**src/rtl/cdb_arbiter.sv**
```systemverilog
// CDB completion arbiter: one holding register per functional-unit lane, a
// round-robin grant, and the CDB broadcast plus RS slot release for the winner.
package cdb_arbiter_pkg;
  localparam int RS_IDX_W = 3;

  typedef struct packed {
    logic [RS_IDX_W-1:0] remove_idx;
    logic                remove_en;
  } EX_RS_PACKET;
endpackage

module cdb_arbiter #(
  parameter int NUM_FU = 5,
  parameter int PREG_W = 6,
  parameter int IDX_W  = cdb_arbiter_pkg::RS_IDX_W
) (
  input  logic                       clock,
  input  logic                       reset,
  input  logic                       interrupt,
  input  logic [NUM_FU-1:0]          fu_done,
  input  logic [NUM_FU*PREG_W-1:0]   fu_tag,
  input  logic [NUM_FU-1:0]          fu_has_dest,
  input  logic [NUM_FU*IDX_W-1:0]    fu_rs_idx,
  output logic [NUM_FU-1:0]          fu_stall,
  output logic [PREG_W-1:0]          cdb,
  output logic                       cdb_en,
  output cdb_arbiter_pkg::EX_RS_PACKET ex_rs_packet
);
  localparam int PTR_W = (NUM_FU > 1) ? $clog2(NUM_FU) : 1;

  logic [NUM_FU-1:0] r_hold_valid;
  logic [NUM_FU-1:0] r_hold_dest;
  logic [PREG_W-1:0] r_hold_tag [NUM_FU];
  logic [IDX_W-1:0]  r_hold_idx [NUM_FU];
  logic [PTR_W-1:0]  r_rr_ptr;

  logic              w_gnt_valid;
  logic [PTR_W-1:0]  w_gnt_idx;
  logic [NUM_FU-1:0] w_gnt_lane;
  logic              w_flush;

  assign w_flush = reset | interrupt;

  // Round-robin scan from r_rr_ptr; depends on flops only, so no input reaches an output.
  always_comb begin : grant_scan
    logic [PTR_W:0] w_sum;
    logic [PTR_W-1:0] w_lane;
    w_gnt_valid = 1'b0;
    w_gnt_idx   = '0;
    w_sum       = '0;
    w_lane      = '0;
    for (int k = 0; k < NUM_FU; k++) begin
      w_sum  = {1'b0, r_rr_ptr} + (PTR_W+1)'(k);
      w_lane = (w_sum >= (PTR_W+1)'(NUM_FU)) ? PTR_W'(w_sum - (PTR_W+1)'(NUM_FU))
                                             : PTR_W'(w_sum);
      if (!w_gnt_valid && r_hold_valid[w_lane]) begin
        w_gnt_valid = 1'b1;
        w_gnt_idx   = w_lane;
      end else begin
        w_gnt_valid = w_gnt_valid;
      end
    end
  end

  genvar gi;
  generate
    for (gi = 0; gi < NUM_FU; gi++) begin : g_lane
      assign w_gnt_lane[gi] = w_gnt_valid && (w_gnt_idx == PTR_W'(gi));
      assign fu_stall[gi]   = r_hold_valid[gi] & ~w_gnt_lane[gi];

      // A granted lane may refill in the same edge; a stalled lane ignores its inputs.
      always_ff @(posedge clock) begin
        if (w_flush) begin
          r_hold_valid[gi] <= 1'b0;
          r_hold_dest[gi]  <= 1'b0;
          r_hold_tag[gi]   <= '0;
          r_hold_idx[gi]   <= '0;
        end else if (fu_done[gi] && !fu_stall[gi]) begin
          r_hold_valid[gi] <= 1'b1;
          r_hold_dest[gi]  <= fu_has_dest[gi];
          r_hold_tag[gi]   <= fu_tag[gi*PREG_W +: PREG_W];
          r_hold_idx[gi]   <= fu_rs_idx[gi*IDX_W +: IDX_W];
        end else if (w_gnt_lane[gi]) begin
          r_hold_valid[gi] <= 1'b0;
        end
      end
    end
  endgenerate

  // Pointer moves just past the winner so every lane waits at most NUM_FU-1 cycles.
  always_ff @(posedge clock) begin
    if (w_flush) begin
      r_rr_ptr <= '0;
    end else if (w_gnt_valid) begin
      r_rr_ptr <= (w_gnt_idx == PTR_W'(NUM_FU-1)) ? '0 : w_gnt_idx + PTR_W'(1);
    end
  end

  assign cdb_en                  = w_gnt_valid & r_hold_dest[w_gnt_idx];
  assign cdb                     = cdb_en ? r_hold_tag[w_gnt_idx] : '0;
  assign ex_rs_packet.remove_en  = w_gnt_valid;
  assign ex_rs_packet.remove_idx = w_gnt_valid ? r_hold_idx[w_gnt_idx] : '0;
endmodule

```
**config.mk**
```make
export PLATFORM = sky130hd
export DESIGN_NAME = cdb_arbiter
export DESIGN_NICKNAME = d
export VERILOG_FILES = /design/src/rtl/cdb_arbiter.sv
export SDC_FILE = /design/constraint.sdc
export NUM_CORES = 1
export LEC_CHECK = 0
export CORE_UTILIZATION = 51
export DETAILED_ROUTE_END_ITERATION = 8
export MAX_ROUTING_LAYER = met4
export PLACE_DENSITY = 0.79
export SYNTH_ARGS = -nofsm -noshare
export SYNTH_HDL_FRONTEND = slang
export SYNTH_SLANG_ARGS = --single-unit
```
**constraint.sdc**
```tcl
create_clock -name clock -period 9.9 [get_ports clock]
set_input_delay 0.99 -clock clock [delete_from_list [all_inputs] [get_ports clock]]
set_output_delay 0.99 -clock clock [all_outputs]
set_load 0.03 [all_outputs]
```
==> metrics.txt <==
Total Routing Usage GR 0.271; CP cell instances inv_1 -> ha_1 -> and3b_1 -> o21a_1 -> o311ai_4 -> o21a_4 -> or3b_4 -> or2_0 -> o21ai_1 -> nand4_1 -> o211ai_2 -> a211oi_1 -> clkdlybuf4s50_1; Worst Setup End Kind output port; start point of the worst hold path r_hold_dest[0]; Boundary Pins 74; core outline area 7370 sq um; FFs w/ async S/R, synth 0; Max-cap violations 0; final weighted congestion in routability-driven placement 0.879; Setup violations, final 0; pins over their slew limit 0; number of nets in the layout 542; Pwr Density 290 nW/um^2; Fin Setup TNS 0 ns; overall die area 8100 sq um; Placed Cells incl. Taps 563; setup fix buffers added after clock tree synthesis 0; Crit path required time 8.91 ns; CP max FO 18; cell with the largest stage delay on the worst path o21ai_1; first-pass GRT wire length 16700 um; die extent in y 90.0 um; clock-pin slew on the worst setup and hold paths 0.06 ns; Reg power frac 0.211; Longest Clk Path Bufs 2; fill cell total of the finished layout 586; clock share of power 0.150; Antenna diodes 0; combined area of the multi-input logic cells 2110 sq um; Final Critical Period 6.71 ns; number of clock sinks seen by CTS 58; fmax 149 MHz; H-tree levels 3; synth-to-layout area growth 24.0%; yosys synthesis warning count 0; Avg WL per Cell 18.0 um; total wire length after detailed routing 10400 um; Hold Buf Count CTS 0; clock latency reported for the late side of the worst-skew pair 0.34 ns; post_cts resized 0; number of vias in the routed layout 3399; pin slew with the least headroom to its limit 1.22 ns; internal power component 746 uW; maximum single-stage delay on the critical path 0.81 ns; pin count of the biggest net entering global routing 35; Avg Inst Size Synth 9.63 sq um; Die X 90.0 um; Tightest Hold Check Type flip-flop to flip-flop; post-synthesis register bit count 58; Via-to-Cell Ratio 5.87; CTS buffer count 9; unrepaired setup endpoints after global routing no; starting utilization of the core area 0.536; Synth cell types 73; slew margin rel. 0.177; worst clock skew on the final layout 0.00983 ns; number of violations reported at the end of detailed-routing iteration 0 245; total count of hold-check failures in the final report 0; gate count after technology mapping 410; switching power of the nets 677 uW; Seq/Total Area, Yosys 0.408; Power, Total 1420 uW; final HPWL from detailed placement 7790 um; count of nets left with antenna violations after detail routing 0; Mapped Area 3950 sq um; total leakage power 0.00196 uW; Buffers on Ports 73; vias in the first global route 3342; 1st-pass router iterations 4; total area of sequential cells 1610 sq um; result of the run finished, final reports clean; worst vdd rail ir drop 0.000212 V; signal arrival time at the worst endpoint 5.72 ns; Post-Layout Cell Count 579; switching part of the total power 0.476; cell chosen for the clock root clkbuf_8; Period Utilization, post-route 0.677; number of nets produced by synthesis 477; Worst R2R Start r_rr_ptr[1]; portion of total power attributed to combinational logic 0.638; Critical Path Start Type flip-flop; Finished Core Util 0.665; dominant register cell in the synthesized netlist edfxtp_1; EDFF count, synth 45; count of standard-cell rows 31; kind of critical path flip-flop to output port; crit path launch r_rr_ptr[1]; number of antenna violations at the first check in global routing 0; Congestion Overflow GR 0; DRC viols 0; fraction of final layout cells sized beyond drive strength 1 0.0854; CTS tree built; worst hold slack across all endpoints 0.514 ns
-- logic make-up (layout without fill, tap and decap cells) --
logic type      count (synthesis)  in the layout  share of synthesized area
xor+xnor                        3              3                    0.00665
flops                          58             58                      0.408
buf+inv                        50            120                     0.0570
fa+ha+maj                       9              9                     0.0304
simple gates                  157            157                      0.220
mux                            29             29                     0.0760
compound gates                104            104                      0.201
-- through the flow --
step	setup slack, ns	instance area [sq um]
finish	3.19	4900
global route	2.96	4900
CTS	3.31	4900
detailed placement	3.71	4710
global placement	3.84	4710
floorplan	4.60	3950
-- critical path, delay by kind of cell (launching register included) --
kind,cells,cell delay (ns)
fa+ha+maj,1,0.72
simple gates,4,1.15
buf+inv,2,0.93
compound gates,6,1.93
flops,1,0.63
-- final timing paths --
kind | end | slack [ns] | cells after the start
max | cdb[4] | 3.19 | 13
min | r_hold_dest[0] | 0.51 | 2
max reg2reg | r_hold_tag[0][1] | 4.37 | 11
min reg2reg | r_hold_dest[0] | 0.51 | 2
-- cells in the mapped netlist, drive strengths merged (5+ instances only) --
cell | instances | area, sq um
edfxtp | 45 | 1350
and2 | 39 | 244
nor2 | 31 | 124
inv | 28 | 105
nand2 | 27 | 101
mux2i | 21 | 210
a21oi | 16 | 80.1
nor3 | 16 | 90.1
o21ai | 16 | 80.1
buf | 15 | 93.8
dfxtp | 13 | 260
nand2b | 13 | 81.3
a211oi | 11 | 87.6
ha | 8 | 100
mux2 | 8 | 90.1
o21a | 8 | 75.1
o22ai | 8 | 56.3
clkbuf | 7 | 26.3
nor2b | 6 | 37.5
nand3b | 5 | 37.5
o211ai | 5 | 42.5
-- sequential cells by signal, summed over array words and instances (netlist names) --
name          cells
r_rr_ptr          3
r_hold_dest       5
r_hold_tag       30
r_hold_valid      5
r_hold_idx       15
-- power groups by stage --
stage / sequential, uW / clock, uW / combinational, uW
final: 301 / 214 / 908
after global routing: 303 / 228 / 967
after CTS: 301 / 216 / 898
after detailed placement: 306 / 0 / 889
after global placement: 305 / 0 / 878
after floorplan: 299 / 0 / 667
-- area by class of cell --
cell class	count	share of cell area
multi-input cells	302	0.431
flip-flops and latches	58	0.329
repair buffers	76	0.154
clock buffers	9	0.0253
well taps	99	0.0253
inverters	28	0.0215
clock inverters	7	0.0140
-- placed cells by master (no fill, tap or decap), types with 4 or more instances in the layout --
cell type / count
clkdlybuf4s50_1: 73
edfxtp_1: 45
and2_1: 39
nor2_1: 30
inv_1: 27
nand2_1: 27
mux2i_1: 21
a21oi_1: 16
o21ai_0: 14
nor3_1: 14
nand2b_1: 13
dfxtp_1: 13
a211oi_1: 10
clkbuf_8: 9
ha_1: 8
o22ai_1: 7
nor2b_1: 6
o21a_1: 6
nand3b_1: 5
mux2_1: 5
o211ai_1: 4
a21o_1: 4
o31ai_1: 4
-- routing by layer --
metal	routed length [um]	vias to the layer above	track usage	part of all wire
li1	-	1631	-	-
met1	4390	1607	0.328	0.42
met2	5250	138	0.452	0.50
met3	524	23	0.0516	0.050
met4	272	0	0.0941	0.026
met5	0	-	-	0
(Power assumes the default switching activity.)
